**config.mk**
```make
export PLATFORM = sky130hd
export DESIGN_NAME = servo_pwm
export DESIGN_NICKNAME = d
export VERILOG_FILES = /design/src/rtl/servo_pkg.sv /design/src/rtl/sw_debounce_filter.sv /design/src/rtl/servo_pwm.sv
export SDC_FILE = /design/constraint.sdc
export NUM_CORES = 1
export LEC_CHECK = 0
export CORE_UTILIZATION = 40
export DETAILED_ROUTE_END_ITERATION = 10
export GPL_ROUTABILITY_DRIVEN = 1
export GPL_TIMING_DRIVEN = 0
export PLACE_DENSITY = 0.73
export SETUP_SLACK_MARGIN = 0.3
export SLEW_MARGIN = 15
export SYNTH_ARGS = -nofsm -noshare
export SYNTH_HDL_FRONTEND = slang
export SYNTH_HIERARCHICAL = 1
export SYNTH_SLANG_ARGS = --single-unit
```
**constraint.sdc**
```tcl
create_clock -name CLK -period 4 [get_ports CLK]
set_input_delay 1 -clock CLK [delete_from_list [all_inputs] [get_ports CLK]]
set_output_delay 1 -clock CLK [all_outputs]
set_load 0.02 [all_outputs]
```
**src/rtl/servo_pkg.sv**
```systemverilog
// Shared constants and the slew helper for the servo pulse generator.
package servo_pkg;

  localparam int BASE_COUNT_DEF = 50000;
  localparam int MAX_OFFSET_DEF = 200000;
  localparam int STEP_DEF       = 8;
  localparam int FRAME_LEN      = 2000000;
  localparam int POS_W          = 20;
  localparam int CNT_W          = 28;

  // One slew step toward tgt; lands exactly on tgt when closer than step.
  function automatic logic [POS_W-1:0] slew_step(input logic [POS_W-1:0] pos,
                                                 input logic [POS_W-1:0] tgt,
                                                 input logic [POS_W-1:0] step);
    logic [POS_W-1:0] r;
    r = pos;
    if (pos < tgt) begin
      r = ((tgt - pos) < step) ? tgt : pos + step;
    end else if (pos > tgt) begin
      r = ((pos - tgt) < step) ? tgt : pos - step;
    end
    return r;
  endfunction

endpackage

```
**src/rtl/sw_debounce_filter.sv**
```systemverilog
// Switch debounce: output follows the input only after DB_SAMPLES consecutive
// sample ticks disagree with the current output.
module sw_debounce_filter #(
  parameter int DB_SAMPLES = 4
) (
  input  logic CLK,
  input  logic RST,
  input  logic SAMPLE_TICK,
  input  logic IN,
  output logic OUT
);

  localparam int CW = $clog2(DB_SAMPLES + 1);

  logic          out_q, out_d;
  logic [CW-1:0] cnt_q, cnt_d;

  always_comb begin
    out_d = out_q;
    cnt_d = cnt_q;
    if (SAMPLE_TICK) begin
      if (IN != out_q) begin
        if (cnt_q == CW'(DB_SAMPLES - 1)) begin
          out_d = IN;
          cnt_d = '0;
        end else begin
          cnt_d = cnt_q + 1'b1;
        end
      end else begin
        cnt_d = '0;
      end
    end
  end

  always_ff @(posedge CLK or posedge RST) begin
    if (RST) begin
      out_q <= 1'b0;
      cnt_q <= '0;
    end else begin
      out_q <= out_d;
      cnt_q <= cnt_d;
    end
  end

  assign OUT = out_q;

endmodule

```
**src/rtl/servo_pwm.sv**
```systemverilog
// Servo PWM: slews a position toward a clamped target and emits a pulse of
// BASE_COUNT+POS cycles per frame. Define SERVO_DEBOUNCE_EN to debounce EN.
module servo_pwm
  import servo_pkg::*;
#(
  parameter int BASE_COUNT = BASE_COUNT_DEF,
  parameter int MAX_OFFSET = MAX_OFFSET_DEF,
  parameter int STEP       = STEP_DEF,
  parameter int DB_SAMPLES = 4
) (
  input  logic             CLK,
  input  logic             RST,
  input  logic [CNT_W-1:0] COUNT,
  input  logic             SLK,
  input  logic             SCLK,
  input  logic             EN,
  input  logic [POS_W-1:0] DESIRED,
  output logic             PWM,
  output logic             FLAG
);

  localparam logic [POS_W-1:0] MAX_L  = POS_W'(MAX_OFFSET);
  localparam logic [POS_W-1:0] STEP_L = POS_W'(STEP);
  localparam logic [31:0]      BASE_L = 32'(BASE_COUNT);

  logic             en_meta_q, en_sync_q;
  logic             slk_q;
  logic             slk_tick;
  logic             en_eff;
  logic [POS_W-1:0] target;
  logic [POS_W-1:0] pos_q, pos_d;
  logic             pwm_q, pwm_d;
  logic             flag_q, flag_d;

`ifdef SERVO_DEBOUNCE_EN
  logic sclk_q;
  logic sclk_tick;
  logic en_db;

  assign sclk_tick = SCLK & ~sclk_q;

  always_ff @(posedge CLK or posedge RST) begin
    if (RST) sclk_q <= 1'b0;
    else     sclk_q <= SCLK;
  end

  sw_debounce_filter #(.DB_SAMPLES(DB_SAMPLES)) u_debounce (
    .CLK        (CLK),
    .RST        (RST),
    .SAMPLE_TICK(sclk_tick),
    .IN         (en_sync_q),
    .OUT        (en_db)
  );

  assign en_eff = en_db;
`else
  logic unused_sclk;
  assign unused_sclk = SCLK;
  assign en_eff      = en_sync_q;
`endif

  assign slk_tick = SLK & ~slk_q;
  assign target   = (DESIRED > MAX_L) ? MAX_L : DESIRED;

  always_comb begin
    pos_d = pos_q;
    if (slk_tick && en_eff) pos_d = slew_step(pos_q, target, STEP_L);
    // 32-bit compare so BASE_COUNT + POS can never wrap.
    pwm_d  = en_eff && ({{(32-CNT_W){1'b0}}, COUNT} < (BASE_L + {{(32-POS_W){1'b0}}, pos_q}));
    flag_d = (pos_q == target);
  end

  always_ff @(posedge CLK or posedge RST) begin
    if (RST) begin
      en_meta_q <= 1'b0;
      en_sync_q <= 1'b0;
      slk_q     <= 1'b0;
      pos_q     <= '0;
      pwm_q     <= 1'b0;
      flag_q    <= 1'b0;
    end else begin
      en_meta_q <= EN;
      en_sync_q <= en_meta_q;
      slk_q     <= SLK;
      pos_q     <= pos_d;
      pwm_q     <= pwm_d;
      flag_q    <= flag_d;
    end
  end

  assign PWM  = pwm_q;
  assign FLAG = flag_q;

endmodule

```
==> results of run 1 <==
sequential cells by signal, summed over array words and instances, names as in the netlist:
name,count
slk_q,1
en_meta_q,1
pos_q,20
FLAG,1
en_eff,1
PWM,1
power by group through the flow:
stage | combinational, mW | clock [mW] | sequential [mW]
2_1_floorplan | 0.888 | 0 | 0.307
4_1_cts | 1.24 | 0.236 | 0.316
5_1_grt | 1.54 | 0.250 | 0.322
3_3_place_gp | 1.17 | 0 | 0.320
6_report | 1.43 | 0.236 | 0.319
3_5_place_dp | 1.18 | 0 | 0.321
timing repair:
action | CTS | global route
gates resized for setup | 124 | 93
endpoints found under the setup margin | 21 | 21
setup buffers | 26 | 29
pin swaps | 23 | 41
hold buffers | 0 | 0
gates cloned | 1 | 2
area by class of cell:
type,count,area share (%)
Buffer,39,4.46
Clock buffer,4,1.06
Inverter,53,2.80
Multi-Input combinational cell,606,66.8
Sequential cell,25,8.38
Tap cell,172,2.88
Timing Repair Buffer,111,13.6
logic make-up after synthesis:
family                   after synthesis  share of synthesized area [%]
adder cells (fa/ha/maj)               64                           15.3
flip-flops                            25                           12.0
AO/OA/AOI/OAI                        227                           29.8
XOR/XNOR                              35                           5.86
AND/OR/NAND/NOR                      258                           25.1
buffers and inverters                 92                           8.16
other                                  2                          0.144
multiplexers                          19                           3.71
cells in the mapped netlist, drive strengths merged, types with 12 or more instances:
cell    instances
nand2          78
ha             64
inv            53
nor2           48
a21oi          47
o21ai          44
clkbuf         31
xnor2          30
dfrtp          25
nor3           25
a21o           20
mux2i          16
a211oi         14
nand4          14
nand3          13
o31ai          13
and3           12
per-layer routing:
metal  wire, microns  up-vias
met5               0        -
met4            1200        0
met3            1440       82
met2            8850      366
met1            8300     2906
li1                -     2904
worst max-delay path: stages:
cell and delay, ns:
sky130_fd_sc_hd__buf_2 0.13, sky130_fd_sc_hd__nor4b_4 0.30, sky130_fd_sc_hd__nand4_1 0.20, sky130_fd_sc_hd__a211oi_4 0.30, sky130_fd_sc_hd__or2_4 0.17, sky130_fd_sc_hd__buf_12 0.14, sky130_fd_sc_hd__nand2_2 0.10, sky130_fd_sc_hd__inv_2 0.08
sky130_fd_sc_hd__ha_4 0.22, sky130_fd_sc_hd__nor2_4 0.18, sky130_fd_sc_hd__a2111oi_4 0.07, sky130_fd_sc_hd__buf_4 0.18, sky130_fd_sc_hd__o31ai_4 0.25, sky130_fd_sc_hd__a21boi_1 0.12, sky130_fd_sc_hd__or3_1 0.38, sky130_fd_sc_hd__a211oi_2 0.25
sky130_fd_sc_hd__nand4_1 0.13, sky130_fd_sc_hd__buf_6 0.16, sky130_fd_sc_hd__nor2_4 0.11, sky130_fd_sc_hd__buf_4 0.16, sky130_fd_sc_hd__buf_8 0.12, sky130_fd_sc_hd__o31ai_1 0.08, sky130_fd_sc_hd__a222oi_1 0.36, sky130_fd_sc_hd__o21ai_1 0.11
through the flow:
stage          total power, mW  area (sq um)
2_1_floorplan             1.19          5560
3_3_place_gp              1.49          6310
3_5_place_dp              1.51          6310
4_1_cts                   1.79          6840
5_1_grt                   2.12          7470
6_report                  1.98          7470
cell usage in the layout, fill, tap and decap left out, drive strengths merged, types with 5 or more instances in the layout:
master         synthesis  layout
dfrtp                 25      25
nand2                 78      78
nor4                  11      11
xnor2                 30      30
o31ai                 13      13
nor4b                  5       5
or2                    6       6
ha                    64      64
or4                    7       7
a2111oi                6       6
a211oi                14      14
a211o                  7       7
nand3                 13      13
buf                    8      81
a31oi                  8       8
dlygate4sd2            0       5
nor3                  25      25
a221o                  5       5
or3                    8       8
and2                  10      10
inv                   53      52
nand2b                 8       8
nand4                 14      14
xor2                   5       5
o211ai                 8       8
nor2                  48      48
clkbuf                31      32
and3                  12      12
a21oi                 47      47
a21o                  20      20
o21ai                 44      44
o21a                  11      11
clkdlybuf4s50          0      33
mux2i                 16      16
final timing paths:
path | from | end | slack [ns] | cells past startpoint
max in group asynchronous | RST | pos_q[15] | 2.37 | 2
min | en_meta_q | en_eff | 0.36 | 0
min in group asynchronous | RST | FLAG | 1.15 | 2
min reg2reg | en_meta_q | en_eff | 0.36 | 0
max reg2reg | pos_q[14] | pos_q[7] | -0.43 | 17
max | DESIRED[2] | pos_q[16] | -1.17 | 24
==> out/results.txt, run 1 <==
The flow ran to the end, but the final reports show violations. The final reports fail on setup timing. Routed length per placed instance: 19.6 microns. The total global routing overflow was 0. The logs give 0 for the number of pins exceeding their max-slew limit in the final report and 20 for the final-report setup violation count.

The clock transition time at the flip-flop clock pins of the worst setup and hold paths is 0.07 ns. The clock passes through at most 2 buffers. Counting tap cells, the placed design contains a total of 948 instances.

For the number of detailed-route iterations in the first pass, the log shows 7. The effective utilization at floorplan is 41.3%, and the number of buffers created by CTS is 3. Sequential cells account for 16.1% of the total power. Dividing total power by cell area gives a power density of 265 nW/um^2.

The share of power burned in the clock network was 11.9%; the final worst clock skew was 0.00486 ns. The tightest min-delay check is of the reg2reg type. The first routing iteration left 552 violations. The switching power as a share of total power came out at 46.7%. In the synthesized netlist the async set-or-reset flop fraction comes to 100%.

Largest net degree at the start of global routing: 26. Input and output buffers added on the ports amount to 53. On the final layout, the worst hold slack is 0.364 ns.

The flop and latch count out of synthesis came out at 25. The final critical path takes up 129% of the cycle. The height of the die came out at 116 microns.

The measured slew at the worst slew-check pin was 1.16 ns. The hold violation count in the final report is 0. The share of post-route cells with drive strength above 1 is 27.2%, and the internal power contribution is 1.06 mW. The tools report the standard cell core area as 12,700 sq um.

The deepest level of the CTS H-tree was 1; the total routing resource utilization after global routing was 28.2%. The tools report the number of antenna-violating nets in the routed design as 0. The category of the worst setup path capture point is a flop.

The tools report the number of global-route vias before repair as 5,795. The tools report the first-pass GRT wire length as 29,500 microns. STA classifies the critical path startpoint as a primary input. The ratio of routed vias to standard cells was 6.20; the number of antenna cells inserted was 0. The finished layout holds 1,010 standard cells, fillers aside. The logs give 5230 sq um for the cell area after synthesis and 0 for the number of antenna violations at the first check in global routing. Of all nets on the critical path, the largest fanout is 8. The post-synthesis cell count was 722.

The critical path is of the in2reg type. Across the run, the number of max-cap violations was 0. Of the total power, combinational logic draws 72.0%.

The static leakage power is 3.18 nW, and the arrival time of the worst setup path is 5.31 ns. Yosys mapped the design onto 77 distinct sky130hd cell types. After floorplanning, the core was divided into 41 placement rows. The clock latency at the later pin of the worst-skew pair was 0.27 ns. The global routing usage on met3 is 1.45%, and the final core area utilization is 58.9%. The tools report the die area as 13,500 sq um. After synthesis, the largest area contributor takes up 15.3% of total cell area. TritonCTS built the clock tree. Summing all multi-input logic gate instances after layout gives 4990 sq um. The root buffer cell chosen for the clock tree is sky130_fd_sc_hd__clkbuf_16. The post-layout net count is 956, and the x dimension of the die is 116 microns. The count of flip-flops with a built-in enable after synthesis works out to 0. The filler cells instantiated in the layout total 1,135. The wire length after detailed routing was 19,800 microns; the routed via count was 6,258.

The HPWL after detailed placement is 14,400 microns. The global-route track usage on met1 is 37.7%. The total negative slack for setup checks is -21.60 ns.

For this run, the leading register cell type out of synthesis is sky130_fd_sc_hd__dfrtp_1. The share of the Yosys chip area taken by registers is 12.0%. IR analysis of the VDD net gives a maximum drop of 0.000321 V.

The post-synthesis area per instance came out at 7.25 sq um. The worst pin sits at a relative slew slack of 21.8%. The logs give 46.3% for the fraction of met2 tracks used by global routing and 25 for the total clock sinks. Summed over all nets, the switching power comes to 925 uW.

In the final layout, flip-flops and latches occupy 626 sq um. The tools report the worst path setup slack after routing as -1.17 ns. By area the synthesized netlist is led by sky130_fd_sc_hd__ha_1 15%, sky130_fd_sc_hd__dfrtp_1 12%, sky130_fd_sc_hd__nand2_1 5.6%. Post-synthesis cell type with the largest combined area: sky130_fd_sc_hd__ha_1. At the worst endpoint, the required time is 4.14 ns. After global routing, the most crowded layer is met2. The warning count from the yosys run was 6; the worst setup slack before clock tree synthesis was -2.65 ns. Counting I/O delays and the setup requirement, the final critical path takes 5.17 ns.

The congestion estimate from routability-driven global placement came to 0.990. Timing would allow up to 0.194 GHz. After detailed routing, the number of remaining DRC violations is 0. The run gives 55 as the I/O pin count.

Setup repair after global routing could not meet its margin everywhere. The area growth from synthesis to layout is 42.8%.
Power figures use the tool's default switching activity.
==> run 2: changes to the inputs <==
--- a/config.mk
+++ b/config.mk
@@ -5,11 +5,13 @@
 export SDC_FILE = /design/constraint.sdc
 export NUM_CORES = 1
 export LEC_CHECK = 0
-export CORE_UTILIZATION = 40
+export CELL_PAD_IN_SITES_DETAIL_PLACEMENT = 1
+export CELL_PAD_IN_SITES_GLOBAL_PLACEMENT = 1
+export CORE_UTILIZATION = 39
 export DETAILED_ROUTE_END_ITERATION = 10
 export GPL_ROUTABILITY_DRIVEN = 1
 export GPL_TIMING_DRIVEN = 0
-export PLACE_DENSITY = 0.73
+export PLACE_DENSITY = 0.9
 export SETUP_SLACK_MARGIN = 0.3
 export SLEW_MARGIN = 15
 export SYNTH_ARGS = -nofsm -noshare
==> run 2 against run 1 <==
  * The flow still finishes with violations (setup timing)
  * Worst setup slack lost 0.45 ns
  * Register-to-register slack worse by 0.21 ns
  * Final cell count decreased by 0.59%
  * Critical endpoint is now pos_q[8]
  * Design area is 0.80% higher
  * Sequential share of layout area is 0.067 points lower
  * Non-clock buffer count down 7
  * Core utilization decreased by 0.24 points
  * Via count rose by 10%
  * Worst hold slack got worse by 0.011 ns
  * Routed wire length is 42% higher
  * Fmax decreased by 8.0%
  * Largest cell class unchanged
==> out/results.txt, run 2 (synthesis gave the netlist of run 1 again) <==
The floorplan step defined a die boundary enclosing 13,900 sq um. The total clock sinks is 25. STA classifies the critical path endpoint as a flop. Before CTS, the worst setup slack after placement is -2.81 ns.

In this run, the number of DRC markers left after iteration 0 of detailed routing was 815. For the worst-skew pair, the clock arrives at the later sink with an insertion delay of 0.29 ns. The logs give 20 for the final-report setup violation count and 2 for the maximum clock path buffer count.

The total global routing overflow was 0. Data on the critical path arrives at its endpoint at 5.76 ns. Entering global routing, the biggest net connects 26 pins.

The tools report the total routing resource utilization after global routing as 34.2%. The detailed placement HPWL is 17,500 microns, and the wire length after detailed routing is 28,100 microns. The finished layout holds 1,004 standard cells, fillers aside.

For the final database, setup skew stands at 0.0137 ns. The logs give 6,853 for the number of global-route vias before repair and 3 for the number of buffers created by CTS. Power spread over the standard cell area amounts to 306 nW/um^2.

The routed design could run at a clock period as short as 5.62 ns. Number of pins exceeding their max-slew limit in the final report: 0. Height of the die: 118 microns. The congestion estimate from routability-driven global placement came to 0.953. The startpoint identified for the worst hold timing path is en_meta_q. The run gives 0.000150 V as the worst-case vdd ir drop.

The clock tree root driver cell was sky130_fd_sc_hd__clkbuf_16. pos_q holds more flip-flops than any other register. Setup repair after global routing could not meet its margin everywhere. TritonCTS built the clock tree. The critical path is of the in2reg type. Based on the critical path, the design can be clocked at up to 0.178 GHz.

Start point of the critical path: DESIRED[7]. The total non-filler cell area in the finished layout was 7530 sq um; the first-pass GRT wire length was 37,700 microns. The x dimension of the die came out at 118 microns. The run gives 2 as the number of antenna violations at the first check in global routing. For the number of antenna-violating nets in the routed design, the log shows 0.

The routed via count was 6,910; the deepest level of the CTS H-tree was 1. The number of placed instances, taps included, is 948. The tools report the total negative slack for setup checks as -28.42 ns.

The floorplan has 41 rows. Total chip power: 2.30 mW. The kind of start point of the critical path was a primary input. For the pin with the worst max-slew slack, the measured transition is 1.13 ns. Cell area after placement: 6310 sq um. The run finished, with violations left. For this design the static power due to leakage is 3.17 nW. For this configuration, the core starts out at a cell density of 40.8%.

The final layout contains 949 nets. During placement, the flow inserted port buffers numbering 53. The final period utilization came out at 140%. Clock-pin slew was measured on the worst setup and hold paths at 0.09 ns.

In the layout the commonest cells are 68 x sky130_fd_sc_hd__nand2_1, 52 x sky130_fd_sc_hd__ha_1, 46 x sky130_fd_sc_hd__inv_1, 44 x sky130_fd_sc_hd__buf_4, 36 x sky130_fd_sc_hd__nor2_1. In the routed design, unresolved DRC markers number 0. The logs give 0 for the hold violation count in the final report and 0 for the count of hold buffers inserted by post-cts repair. Across the run, the number of max-cap violations was 0.

Along the worst path, the maximum fanout reaches 10. The register with the most flip-flops in the layout has 20 of them. The first TritonRoute pass finished after 5 iterations. The worst max-slew margin expressed relative to the limit is 24.5%. Share of post-route cells with drive strength above 1: 28.0%.

The I/O pin count came out at 55. Data on the critical path is required at its endpoint by 4.14 ns. Growth of design area from synthesis to finish: 43.9%. The ratio of routed vias to standard cells is 6.88, and the standard cell core area is 12,800 sq um. The worst path setup slack after routing was -1.62 ns.

The worst register-to-register path begins at pos_q[14]. The final reports fail on setup timing. The commonest non-fill, non-tap cell in the layout is sky130_fd_sc_hd__nand2_1.

The routed length per placed instance works out to 28.0 microns. The min-delay analysis places its worst path in the category reg2reg.
-- run 2: changes by cell type in the layout (fill, tap and decap cells not counted), sizes merged --
cell          before  now
buf               81   75
dlymetal6s2s       0    1
dlygate4sd2        5    3
diode              0    1
-- run 2: layout make-up --
cell class	count	area (sq um)
diodes	1	2.50
clock buffers	4	78.8
well taps	172	215
inverters	53	206
repair buffers	104	945
plain buffers	39	359
multi-input cells	606	5100
fillers	1507	5300
flip-flops and latches	25	626
-- run 2: final timing paths --
| check | end | slack (ns) | cells past startpoint |
|---|---|---|---|
| max reg2reg | pos_q[8] | -0.64 | 17 |
| max in group asynchronous | pos_q[15] | 2.31 | 2 |
| max | pos_q[8] | -1.62 | 24 |
| min reg2reg | en_eff | 0.35 | 0 |
| min | en_eff | 0.35 | 0 |
| min in group asynchronous | pos_q[18] | 1.17 | 2 |
-- run 2: power by group --
part	leakage [nW]	total (mW)	internal, mW	switching (mW)
registers	0.315	0.328	0.274	0.0538
logic	2.81	1.71	0.708	1.01
clock network	0.0382	0.258	0.138	0.120
-- run 2: layer usage --
layer / GRT usage, % / routed length, microns / vias to the layer above
met2: 58.6 / 13400 / 484
li1: - / - / 2891
met1: 39.1 / 10300 / 3352
met3: 6.15 / 2170 / 181
met4: 21.6 / 2190 / 2
met5: 0 / 13 / -
-- run 2: per-stage QoR --
stage               hold WS [ns]  util (%)
finish                     0.353      58.7
global placement           0.332      49.2
global route               0.373      58.7
floorplan                  0.331         -
detailed placement         0.338      49.2
CTS                        0.355      53.7
-- run 2: timing repair --
item / CTS / global route
setup buffers: 24 / 26
endpoints found under the hold margin: 0 / 0
pin swaps: 45 / 52
gates cloned: 1 / 0
gates resized for setup: 135 / 110
setup endpoints to repair: 21 / 21
-- run 2: critical path, cell delays in order --
cell                              delay [ns]
sky130_fd_sc_hd__clkdlybuf4s15_2        0.24
sky130_fd_sc_hd__o21a_1                 0.23
sky130_fd_sc_hd__o21a_4                 0.24
sky130_fd_sc_hd__a211oi_4               0.23
sky130_fd_sc_hd__or2_4                  0.17
sky130_fd_sc_hd__buf_12                 0.15
sky130_fd_sc_hd__nand2_8                0.06
sky130_fd_sc_hd__inv_4                  0.06
sky130_fd_sc_hd__ha_4                   0.22
sky130_fd_sc_hd__clkbuf_16              0.15
sky130_fd_sc_hd__buf_6                  0.11
sky130_fd_sc_hd__buf_6                  0.11
sky130_fd_sc_hd__buf_4                  0.13
sky130_fd_sc_hd__nor3_1                 0.36
sky130_fd_sc_hd__or4_1                  0.27
sky130_fd_sc_hd__o211ai_1               0.21
sky130_fd_sc_hd__nor4_4                 0.38
sky130_fd_sc_hd__nand4_1                0.15
sky130_fd_sc_hd__buf_6                  0.16
sky130_fd_sc_hd__nor2_4                 0.22
sky130_fd_sc_hd__buf_8                  0.20
sky130_fd_sc_hd__o31ai_1                0.09
sky130_fd_sc_hd__a222oi_1               0.41
sky130_fd_sc_hd__o21ai_1                0.18
==> run 3: changes to the inputs <==
--- a/config.mk
+++ b/config.mk
@@ -7,11 +7,11 @@
 export LEC_CHECK = 0
 export CELL_PAD_IN_SITES_DETAIL_PLACEMENT = 1
 export CELL_PAD_IN_SITES_GLOBAL_PLACEMENT = 1
-export CORE_UTILIZATION = 39
+export CORE_UTILIZATION = 30
 export DETAILED_ROUTE_END_ITERATION = 10
 export GPL_ROUTABILITY_DRIVEN = 1
 export GPL_TIMING_DRIVEN = 0
-export PLACE_DENSITY = 0.9
+export PLACE_DENSITY = 0.74
 export SETUP_SLACK_MARGIN = 0.3
 export SLEW_MARGIN = 15
 export SYNTH_ARGS = -nofsm -noshare
==> run 3 against run 2 <==
  * The run still ends with setup timing left
  * Largest cell class unchanged
  * Final cell count up 6.4%
  * Routed wire length down 16%
  * Die area up 29%
  * Clock power down 3%
  * Worst setup slack better by 0.27 ns
  * Sequential power down 3%
  * Design area up 3.0%
  * Register-to-register slack worse by 0.03 ns
  * First-iteration DRC count down 42%
==> out/results.txt, run 3 (synthesis gave the netlist of run 1 again) <==
The deepest level of the CTS H-tree came out at 1. Setup repair after global routing could not meet its margin everywhere. Among all stages on the critical path, the largest delay is contributed by sky130_fd_sc_hd__a222oi_1. For this run, the slowest stage of the critical path takes 0.32 ns. In this run, placement finished with an instance count of 996. The routed length per placed instance is 22.1 microns, and the worst max-slew margin expressed relative to the limit is 47.5%. The clock net in this run drives a total of 25 sinks.

The logs give 47 for the floorplan row count and 0 for the number of antenna violations at the first check in global routing. The number of global-route vias before repair was 6,177; the die area was 18,000 sq um. The minimum clock period after layout is 5.35 ns, and the ratio of routed vias to standard cells is 5.96.

After the flow finishes, the layout carries non-filler instances totaling 1,068. The tools report the wire length after detailed routing as 23,600 microns. The final worst clock skew is 0.0105 ns. In the layout the commonest cells are 66 x sky130_fd_sc_hd__nand2_1, 52 x sky130_fd_sc_hd__ha_1, 52 x sky130_fd_sc_hd__buf_4, 47 x sky130_fd_sc_hd__inv_1, 35 x sky130_fd_sc_hd__a21oi_1. The logs give 0 for the total global routing overflow and 0 for the number of antenna-violating nets in the routed design.

Biggest fanout along the worst timing path: 7. The first global-routing pass estimated 33,900 microns of wire. At the worst endpoint, the required time is 4.15 ns.

The critical path crosses 25 cells after its start point. For the largest net degree at the start of global routing, the log shows 26. For this design the ratio of total power to cell area is 273 nW/um^2. The tools report the top achievable clock speed as 0.187 GHz. The detailed placement HPWL is 16,900 microns, and the hold violation count in the final report is 0. The run gives 5.50 ns as the arrival time of the worst setup path.

The number of DRC violations after detailed routing is 0, and the height of the die is 134 microns. The critical path contains buffers and inverters numbering 8 combined. For the pin with the worst max-slew slack, the measured transition is 0.782 ns.

The design draws 2.12 mW. TritonCTS built the clock tree. Worst hold-check slack: 0.357 ns. Startpoint-to-endpoint class of the critical path: in2reg.

Adding up every negative setup slack in the final design gives -24.57 ns. In this run the count of I/O pins placed on the die edge is 55. For the placer's final routability congestion estimate, the log shows 0.917. The type of the most critical hold path was reg2reg. Register containing the most flip-flops in the final layout: pos_q. For the initial DRC count, the log shows 470. The library cell used most frequently in the layout, excluding fill and tap cells, is sky130_fd_sc_hd__nand2_1. Number of antenna cells inserted: 0. The standard cell core area is 16,800 sq um, and the worst-case vdd ir drop is 0.000176 V.

Kind of cell adding the most delay to the critical path: compound AO/OA/AOI/OAI gates. The run gives 0 as the count of max-cap constraint violations. The worst setup path is captured at a flop.

In the final design database the tool counted 966 nets. For this block, the via count after detailed routing is 6,370. The tools report the worst path setup slack after routing as -1.35 ns. The worst register-to-register path has a depth of 18.

The growth of design area from synthesis to finish works out to 48.3%. The post-route netlist has 29.2% of its cells at a drive strength greater than 1. The flow ran to the end, but the final reports show violations. The x dimension of the die came out at 134 microns.

The tools report the clock tree root driver cell as sky130_fd_sc_hd__clkbuf_16. The register with the most flip-flops in the layout has 20 of them. The total routing resource utilization after global routing was 24.0%. Setup violations remaining at the end of the flow were counted as 20.

TritonCTS created 3 clock buffers. No sink is reached through more buffers than the 2 on the longest clock path. The worst hold path passes through 0 cells. The number of port buffers came out at 53. The tools report the number of pins exceeding their max-slew limit in the final report as 0. The tools report the effective utilization at floorplan as 31.1%.

The final period utilization was 134%. The checks that failed: setup timing. Static leakage power: 3.23 nW. The pre-antenna-repair detailed-routing pass consisted of 5 iterations.

The clock reaches the later pin of the worst-skew pair after 0.28 ns. The clock transition time at the flip-flop clock pins of the worst setup and hold paths works out to 0.08 ns. STA classifies the critical path startpoint as a primary input.
run 3: path summary, 6_finish.rpt:
| path | from | end | slack, ns |
|---|---|---|---|
| max in group asynchronous | RST | pos_q[17] | 2.45 |
| setup / recovery | DESIRED[8] | pos_q[11] | -1.35 |
| hold / removal | en_meta_q | en_eff | 0.36 |
| setup reg to reg | pos_q[14] | pos_q[11] | -0.67 |
| hold reg to reg | en_meta_q | en_eff | 0.36 |
| min in group asynchronous | RST | pos_q[10] | 1.13 |
run 3: per-layer routing:
layer,up-vias,GRT usage (%),wire length [microns]
met5,-,0,0
li1,2932,-,-
met2,222,40.9,11300
met3,41,3.74,1440
met1,3175,31.7,10300
met4,0,5.31,577
run 3: per-stage QoR:
| stage | worst slack (ns) | util [%] | cell area [sq um] |
|---|---|---|---|
| global route | -1.47 | 46.1 | 7760 |
| floorplan | -0.821 | - | 5560 |
| detailed placement | -2.88 | 37.9 | 6370 |
| CTS | -1.27 | 42.0 | 7070 |
| global placement | -2.80 | 37.9 | 6370 |
| finish | -1.35 | 46.1 | 7760 |
run 3: report_power, final:
group / total (mW) / internal [mW] / switching (mW)
Combinational: 1.55 / 0.689 / 0.860
Sequential: 0.319 / 0.275 / 0.0445
Clock: 0.249 / 0.137 / 0.111
run 3: cell type report:
type                    instances  area, sq um
fillers                      2034         9060
well taps                     220          275
multi-input cells             606         5060
repair buffers                121         1140
flip-flops and latches         25          626
inverters                      53          211
clock buffers                   4         78.8
plain buffers                  39          370
run 3: what timing repair did:
action / in CTS / in global routing
hold buffers: 0 / 0
setup buffers: 34 / 32
cloned: 1 / 1
endpoints found under the setup margin: 21 / 21
resized for setup: 155 / 98
pin swaps: 49 / 48
